### config.mk
export PLATFORM = sky130hd
export DESIGN_NAME = harmonic_scheduler
export DESIGN_NICKNAME = d
export VERILOG_FILES = /design/src/rtl/harmonic_scheduler.sv
export SDC_FILE = /design/constraint.sdc
export NUM_CORES = 1
export LEC_CHECK = 0
export ABC_AREA = 0
export CAP_MARGIN = 20
export CORE_MARGIN = 10
export CORE_UTILIZATION = 34
export DETAILED_ROUTE_END_ITERATION = 8
export PLACE_DENSITY_LB_ADDON = 0.3
export SLEW_MARGIN = 20
export SYNTH_ARGS = -nofsm -noshare
export SYNTH_HDL_FRONTEND = slang
export SYNTH_SLANG_ARGS = --single-unit
### constraint.sdc
create_clock -name i_Clock -period 11.04 [get_ports i_Clock]
set_clock_uncertainty 0.05 [all_clocks]
set_input_delay 1.656 -clock i_Clock [delete_from_list [all_inputs] [get_ports i_Clock]]
set_output_delay 1.656 -clock i_Clock [all_outputs]
set_load 0.02 [all_outputs]
### src/rtl/harmonic_scheduler.sv
// Frame controller for the additive-synthesis harmonic engine: sequences harmonics, weights and sums samples.
// Build option: define HARMONIC_SCHED_SATURATE_EN to clamp the output instead of wrapping it.
//
// state        | meaning
// S_IDLE       | waiting for an output-rate tick
// S_WAIT_READY | waiting for the engine to present the current harmonic
// S_CAPTURE    | second ready cycle, sine LUT output registered
// S_MAC        | weight sample by level, accumulate, decay level
// S_ADVANCE    | move engine to next harmonic or end the frame
// S_FINISH     | park engine back on harmonic 0
// S_OUTPUT     | narrow accumulator onto o_Sample
module harmonic_scheduler #(
  parameter logic [7:0] LEVEL_INIT = 8'd255,
  parameter int         ACC_W      = 32,
  parameter int         OUT_SHIFT  = 10
) (
  input  logic        i_Clock,
  input  logic        i_Reset,
  input  logic        i_Sample_Tick,
  input  logic [7:0]  i_Harmonic_Count,
  input  logic [7:0]  i_Decay,
  output logic [7:0]  o_Harmonic,
  input  logic        i_Sample_Ready,
  input  logic [15:0] i_Sample_Value,
  input  logic        i_Freq_Too_High,
  output logic        o_Next_Sample,
  output logic [15:0] o_Sample,
  output logic        o_Sample_Valid,
  output logic        o_Busy,
  output logic        o_Overrun,
  output logic [7:0]  o_Harmonics_Used
);

  typedef enum logic [2:0] {
    S_IDLE, S_WAIT_READY, S_CAPTURE, S_MAC, S_ADVANCE, S_FINISH, S_OUTPUT
  } state_t;

  state_t                   state_q, state_d;
  logic [7:0]               count_q, count_d;
  logic [7:0]               decay_q, decay_d;
  logic [7:0]               level_q, level_d;
  logic [7:0]               used_q, used_d;
  logic signed [ACC_W-1:0]  acc_q, acc_d;
  logic signed [15:0]       value_q, value_d;
  logic [7:0]               harmonic_q, harmonic_d;
  logic                     next_sample_q, next_sample_d;
  logic [15:0]              sample_q, sample_d;
  logic                     sample_valid_q, sample_valid_d;
  logic                     busy_q, busy_d;
  logic                     overrun_q, overrun_d;
  logic [7:0]               used_out_q, used_out_d;

  logic signed [24:0]       product;
  logic [15:0]              level_prod;
  logic [15:0]              sample_narrow;

  assign product    = 25'(value_q) * 25'($signed({1'b0, level_q}));
  assign level_prod = {8'd0, level_q} * {8'd0, decay_q};

`ifdef HARMONIC_SCHED_SATURATE_EN
  localparam logic signed [ACC_W-1:0] SAT_MAX = ACC_W'(32767);
  localparam logic signed [ACC_W-1:0] SAT_MIN = ACC_W'(-32768);
  logic signed [ACC_W-1:0] acc_shifted;
  assign acc_shifted = acc_q >>> OUT_SHIFT;

  always_comb begin
    if (acc_shifted > SAT_MAX)      sample_narrow = 16'h7fff;
    else if (acc_shifted < SAT_MIN) sample_narrow = 16'h8000;
    else                            sample_narrow = acc_shifted[15:0];
  end
`else
  assign sample_narrow = 16'(acc_q >>> OUT_SHIFT);
`endif

  always_comb begin
    state_d        = state_q;
    count_d        = count_q;
    decay_d        = decay_q;
    level_d        = level_q;
    used_d         = used_q;
    acc_d          = acc_q;
    value_d        = value_q;
    harmonic_d     = harmonic_q;
    next_sample_d  = 1'b0;
    sample_d       = sample_q;
    sample_valid_d = 1'b0;
    busy_d         = busy_q;
    used_out_d     = used_out_q;
    overrun_d      = i_Sample_Tick && (state_q != S_IDLE);

    case (state_q)
      S_IDLE: begin
        if (i_Sample_Tick) begin
          count_d    = i_Harmonic_Count;
          decay_d    = i_Decay;
          acc_d      = '0;
          level_d    = LEVEL_INIT;
          used_d     = 8'd0;
          harmonic_d = 8'd0;
          if (i_Harmonic_Count == 8'd0) begin
            state_d = S_OUTPUT;
          end else begin
            busy_d  = 1'b1;
            state_d = S_WAIT_READY;
          end
        end
      end
      // Ready is still high while our release pulse is out; it belongs to the previous harmonic.
      S_WAIT_READY: if (i_Sample_Ready && !next_sample_q) state_d = S_CAPTURE;
      S_CAPTURE: begin
        value_d = $signed(i_Sample_Value);
        state_d = i_Freq_Too_High ? S_FINISH : S_MAC;
      end
      S_MAC: begin
        acc_d   = acc_q + ACC_W'(product);
        level_d = 8'(level_prod >> 8);
        used_d  = used_q + 8'd1;
        state_d = S_ADVANCE;
      end
      S_ADVANCE: begin
        if (used_q == count_q) begin
          state_d = S_FINISH;
        end else begin
          harmonic_d    = harmonic_q + 8'd1;
          next_sample_d = 1'b1;
          state_d       = S_WAIT_READY;
        end
      end
      S_FINISH: begin
        harmonic_d    = 8'd0;
        next_sample_d = 1'b1;
        state_d       = S_OUTPUT;
      end
      S_OUTPUT: begin
        sample_d       = sample_narrow;
        used_out_d     = used_q;
        sample_valid_d = 1'b1;
        busy_d         = 1'b0;
        state_d        = S_IDLE;
      end
      default: state_d = S_IDLE;
    endcase
  end

  always_ff @(posedge i_Clock) begin
    if (i_Reset) begin
      state_q        <= S_IDLE;
      count_q        <= 8'd0;
      decay_q        <= 8'd0;
      level_q        <= LEVEL_INIT;
      used_q         <= 8'd0;
      acc_q          <= '0;
      value_q        <= '0;
      harmonic_q     <= 8'd0;
      next_sample_q  <= 1'b0;
      sample_q       <= 16'd0;
      sample_valid_q <= 1'b0;
      busy_q         <= 1'b0;
      overrun_q      <= 1'b0;
      used_out_q     <= 8'd0;
    end else begin
      state_q        <= state_d;
      count_q        <= count_d;
      decay_q        <= decay_d;
      level_q        <= level_d;
      used_q         <= used_d;
      acc_q          <= acc_d;
      value_q        <= value_d;
      harmonic_q     <= harmonic_d;
      next_sample_q  <= next_sample_d;
      sample_q       <= sample_d;
      sample_valid_q <= sample_valid_d;
      busy_q         <= busy_d;
      overrun_q      <= overrun_d;
      used_out_q     <= used_out_d;
    end
  end

  assign o_Harmonic       = harmonic_q;
  assign o_Next_Sample    = next_sample_q;
  assign o_Sample         = sample_q;
  assign o_Sample_Valid   = sample_valid_q;
  assign o_Busy           = busy_q;
  assign o_Overrun        = overrun_q;
  assign o_Harmonics_Used = used_out_q;

endmodule

==> impl_results.md <==
- Relative slew slack: 31.1%
- Pwr Density: 110 nW/µm²
- Die X: about 210 µm
- N_diodes: 0
- P_leak: between 6 and 7 nW
- Ys flop type: dfxtp_1
- TritonCTS clock tree: done
- Synth unique cells: 59
- Largest stage delay on the critical path: between 0.9 and 1 ns
- Setup Fix Bufs, Post-CTS: 0
- Drt first-iter violations: 500
- DP Wirelength: 21900 µm
- Number of port buffers: just over 70
- CTS buffer count: 17
- Final worst path period share: about 55%
- Drc violations: 0
- H-Tree Depth: 4
- CP Launch Type: flop
- Cells after Synth: between 1000 and 1500
- Routed vias: about 9200
- Sum Neg Setup Slack: 0 ns
- Die Y: roughly 210 µm
- Fill cell count: 3476
- Number of instances resized during post-cts repair: 0
- CP endpoint kind: flop
- First-pass GRT wire length: 48400 µm
- CTS clk-pin slew, worst paths: roughly 0.060 ns
- Avg Synthesized Cell Area: 8.45 µm²
- Worst-path cell chain: nand2_1 > fa_1 > inv_1 > fa_1 > fa_1 > fa_1 > inv_1 > fa_1 > inv_1 > ha_1 > nand2_1 > nor2_1 > a211oi_1 > o211ai_1 > or3_1 > a32o_1
- Status: finished, final reports clean
- #FFs+latches synth: roughly 110
- Critical path arrival: approximately 6.4 ns
- Synth top area share: a little over a quarter
- Final min period: 6.08 ns
- Final WL: about 29000 µm
- Post-CTS Hold Buffers: 0
- Antenna Violating Nets Remaining: 0
- Wire per inst: 15.3 µm
- # setup viols final: 0
- Yosys warns: 0
- Placer Congestion: 0.840
- Hold Path Class: flop to flop
- Total chip power: approximately 1.5 mW
- Least-Margin Pin Slew: about 1.0 ns
- Starting Density: around a third
- Vias/cell: about 4.9
- Most common cell on crit path: fa_1
- WP buf/inv: 3
- Setup crit start: level_q[1]
- CTS root buf: clkbuf_16
- Clock Path Buffers: 2
- RSZ-0062 raised after global routing: false
- Most common cell in the netlist: nand2_1
- Largest net degree at the start of global routing: 86
- Initial antenna violation count: 0
- EDFF count, synth: 0
- # nets final: between 1500 and 2000
- Max IR drop VDD: 0.114 mV
- MaxCap Viol Count: 0
- Area of the core: between 30000 and 40000 µm²
- Max FO, Critical Path: 25
- Worst flop-to-flop path startpoint: level_q[1]
- Global route overflow: 0
- Hold Vio Cnt, Final: 0
- Total GRT Usage: 14.2%
- Crit Path Class: flop to flop
- Std cell rows: 67
- Register area share after synthesis: 19.3%
- Top cells by area, synth: fa_1, dfxtp_1, ha_1
- CP max-delay cell: dfxtp_1
- Final Max Tran Viols: 0
- # IOs: between 70 and 80
- Mapped Nets: ~1700
- Post-synth ARST share: 0%
- Number of global-route vias before repair: 9325
- Clk sink count: about 110
- Die area: about 42000 µm²
- Post-Syn Area: ~12000 µm²
- Dominant cell type by area after synthesis: fa_1
- Ratio of cells with drive above 1 in the final layout: under 10%
- Req. time, crit path: about 11 ns
- First-pass DRT Iterations: 4
- Crit-path leading delay family: adder cells
- Fmax: 0.164 GHz
- Most frequent cells after synthesis: nand2_1, inv_1, fa_1
- Min-delay src: o_Sample[7]
- Area Overhead vs Synth: 14.1%
- Worst-Skew Late Latency: ~0.43 ns
path summary, 6_finish.rpt:
check	end	slack [ns]	depth (start not counted)
max	acc_q[25]	4.96	16
min	o_Sample[7]	0.40	2
max reg2reg	acc_q[25]	4.96	16
min reg2reg	o_Sample[7]	0.40	2
through the flow:
stage                     util (%)  cells  setup slack (ns)  hold WS, ns  area [µm²]
after floorplan                  -   1384              5.81        0.382       11700
after global placement        37.8   1843              5.01        0.395       12700
after detailed placement      37.8   1843              5.01        0.398       12700
after CTS                     39.6   1875              4.95        0.406       13300
after global routing          39.6   1875              4.65        0.426       13300
final                         39.6   1875              4.96        0.402       13300
cells by family (layout without fill, tap and decap cells):
logic type	count (synthesis)	count (layout)	share of synthesized area [%]
AND/OR/NAND/NOR	479	479	19.6
buffers and inverters	287	330	9.41
adder cells (fa/ha/maj)	253	253	37.3
AO/OA/AOI/OAI	204	204	10.6
flip-flops	113	113	19.3
XOR/XNOR	44	44	3.29
multiplexers	4	4	0.364
sequential cells by signal, summed over array words and instances, names as in the netlist:
register,flops
o_Overrun,1
o_Next_Sample,1
acc_q,26
o_Harmonics_Used,8
used_q,8
o_Busy,1
level_q,8
o_Harmonic,8
count_q,8
state_q,3
o_Sample_Valid,1
o_Sample,16
decay_q,8
value_q,16
layout make-up:
type / instances / area (µm²) / area share (%)
Clock buffer: 19 / 443 / 3.32
Clock inverter: 13 / 150 / 1.13
Inverter: 218 / 818 / 6.13
Multi-Input combinational cell: 984 / 8330 / 62.5
Sequential cell: 113 / 2260 / 17.0
Tap cell: 448 / 561 / 4.20
Timing Repair Buffer: 80 / 776 / 5.81
worst reg2reg max path, delay by kind of cell (launching register included):
family          cells  cell delay [ns]
buf+inv             3             0.18
flops               1             0.93
compound gates      3             0.80
fa+ha+maj           6             3.12
simple gates        4             0.88
per-layer routing:
layer / GRT usage [%] / up-vias / wire (µm)
li1: - / 4434 / -
met1: 19.0 / 4565 / 13400
met2: 23.8 / 156 / 14000
met3: 1.84 / 22 / 983
met4: 3.54 / 0 / 350
met5: 0 / - / 0
layout by cell type (no fill, tap or decap), drive strengths merged, types with 3 or more instances in the layout:
master	count
o21bai	7
fa	160
o21ai	22
clkinv	4
nand2b	9
nand2	239
a21oi	111
o22ai	12
and3	12
nand4	15
nor2b	4
and4	3
nor3b	3
nand3	20
nor4	4
nor3	10
a31oi	6
a21o	13
o211ai	4
ha	93
or3	4
o21a	4
clkdlybuf4s50	71
xnor2	22
buf	9
inv	223
and2	106
nor2	43
dfxtp	113
xor2	22
a211oi	6
clkbuf	19
o31ai	4
power breakdown:
part	total, mW	switching, mW	internal (mW)
Combinational	0.467	0.273	0.195
Clock	0.568	0.226	0.342
Sequential	0.438	0.0210	0.417
Note: power is estimated with default switching activity, not from simulation.
==> patch, RTL diff (same flow settings) <==
Build with the macro `HARMONIC_SCHED_SATURATE_EN` defined.
--- a/src/rtl/harmonic_scheduler.sv
+++ b/src/rtl/harmonic_scheduler.sv
@@ -9,6 +9,8 @@
 // S_ADVANCE    | move engine to next harmonic or end the frame
 // S_FINISH     | park engine back on harmonic 0
 // S_OUTPUT     | narrow accumulator onto o_Sample
+`define HARMONIC_SCHED_SATURATE_EN
+
 module harmonic_scheduler #(
   parameter logic [7:0] LEVEL_INIT = 8'd255,
   parameter int         ACC_W      = 32,
Function: same outputs for any inputs over 4 cycles, from zero or initial values and one cycle with i_Reset high; that may be too few to reach the edited logic, so the function may still have changed.
==> patch against the unedited design <==
Maximum frequency is 4.1% lower. Power up 3.9%. Utilization decreased by 0.26 points. Worst setup slack worse by 0.26 ns. Sequential power grew 4.6%. Synthesized area is 5.9% higher. Cell area increased by 5.4%. Sequential cell count increased by 6. Routed wire length grew 3.4%. Largest power group unchanged.
==> patch: results (changes against the unedited design) <==
Tot GR Track Use=14.16% (-0.070 points); ANT cells=0 (unchanged); DR vias/cell=4.796 (-2.0%); slowest CP cell=dfxtp_1; crit-path leading delay family=adder cells; CTS clk-pin slew, worst paths=0.06 ns (about the same); Most flops, register=acc_q; CP Max Fanout=24 (-4.0%); mux cell area share after synthesis=0.4947% (+0.13 points); Post-Synth Adder-Cell Area=37.08% (-0.26 points); clock root buffer=clkbuf_16; largest net degree at the start of global routing=65 (-24%); RD Place Congestion=0.9076 (+8.0%); CP Data Arrival Time=6.61 ns (+0.26 ns); DR iter-0 viols=467 (-6.6%); Hold WC Path Type=reg -> reg; Port Buffers=72 (unchanged); first-pass GRT wire length=51180 um (+5.8%); Yosys cell types=72 (+22%); htree depth=4 (unchanged); cts bufs inserted=17 (unchanged); CTS Buffer Depth=2 (unchanged); status=finished clean; peak supply drop=88.77 uV (-22%); Synth top cells by count=nand2_1, inv_1, fa_1; Worst-Margin Slew=1.021 ns (-0.01005 ns); warnings from Yosys=0 (unchanged); Leak=6.602 nW (+6.7%); slowest cell delay on critical path=0.84 ns (-0.09 ns); FFs w/ async S/R, synth=0% (unchanged); filler cell count=3627 (+4.3%); hpwl dp=23270 um (+6.1%); xor and xnor fraction of the mapped netlist area=2.968% (-0.33 points); max reg flops=32 (+23%); Worst-Skew Late Latency=0.43 ns (about the same); final-stage net count=1803 (+5.8%); vias in the first global route=9984 (+7.1%); Detailed Routing Iterations Pass 1=5 (+1); top_reg_cell synth=dfxtp_1; dominant cells by area after synthesis=fa_1, dfxtp_1, ha_1, nand2_1, inv_1; layout cell share with drive strength beyond 1=4.434% (+0.51 points); number of cells upsized or downsized after cts=0 (unchanged); Setup crit start=level_q[0]$_SDFFE_PP1P_; initial antenna violation count=0 (unchanged); sequential-to-total area share from yosys stat=19.22% (-0.12 points); setup bufs post-CTS=0 (unchanged); DR WL/cell=15.07 um (-1.6%); Synth Area in Compound Gates=11.62% (+0.98 points); critical hold path startpoint=o_Sample[14]$_SDFFE_PP0P_
-- patch: stage by stage --
step	total power [mW]	cells	setup WS, ns	utilization [%]	area (sq um)
global placement	0.9682	1941	4.821	37.70	13480
CTS	1.553	1972	4.665	39.34	14060
detailed placement	0.9770	1941	4.683	37.70	13480
floorplan	0.8513	1470	5.464	-	12390
finish	1.532	1972	4.697	39.34	14060
global route	1.649	1972	4.236	39.34	14060
-- patch: path summary, 6_finish.rpt --
check                                            endpoint  slack (ns)  depth (start not counted)
worst max-delay path               acc_q[31]$_SDFFE_PP0P_        4.70                         18
worst min-delay path            o_Sample[14]$_SDFFE_PP0P_        0.40                          2
worst max register to register     acc_q[31]$_SDFFE_PP0P_        4.70                         18
worst min register to register  o_Sample[14]$_SDFFE_PP0P_        0.40                          2
-- patch: worst register-to-register path, cell delays in order (launching register included) --
cell      delay [ns]
dfxtp_1         0.84
nand2_1         0.22
inv_1           0.17
fa_1            0.49
fa_1            0.61
fa_1            0.59
inv_1           0.08
fa_1            0.47
inv_1           0.33
fa_1            0.51
ha_1            0.38
and4_1          0.28
and3_1          0.21
o22ai_1         0.19
nand3b_1        0.10
o21ai_1         0.22
a21oi_2         0.11
mux2i_1         0.13
a211o_1         0.26
-- patch: metal layers --
metal,vias to the layer above,share of wire (%),GRT usage (%)
met2,152,47,23.37
met3,23,4.6,3.042
met5,-,0,0
met4,0,1.3,3.397
met1,4579,47,18.51
li1,4703,-,-
-- patch: layout make-up --
type / count / area share [%]
Timing Repair Buffer: 80 / 5.535
Inverter: 233 / 6.221
Clock inverter: 13 / 1.032
Multi-Input combinational cell: 1048 / 63.04
Clock buffer: 18 / 3.124
Sequential cell: 119 / 16.94
Tap cell: 461 / 4.103
-- patch: kinds of logic (layout without fill, tap and decap cells) --
kind of cell             after synthesis  after routing
flip-flops                           119            119
AND/OR/NAND/NOR                      503            503
adder cells (fa/ha/maj)              267            267
buffers and inverters                303            344
multiplexers                           6              6
XOR/XNOR                              42             42
AO/OA/AOI/OAI                        230            230
-- patch: where the power goes --
| part | internal [mW] | switching [mW] | total (mW) |
|---|---|---|---|
| Combinational | 0.210 | 0.298 | 0.508 |
| Clock | 0.339 | 0.226 | 0.565 |
| Sequential | 0.439 | 0.0192 | 0.458 |
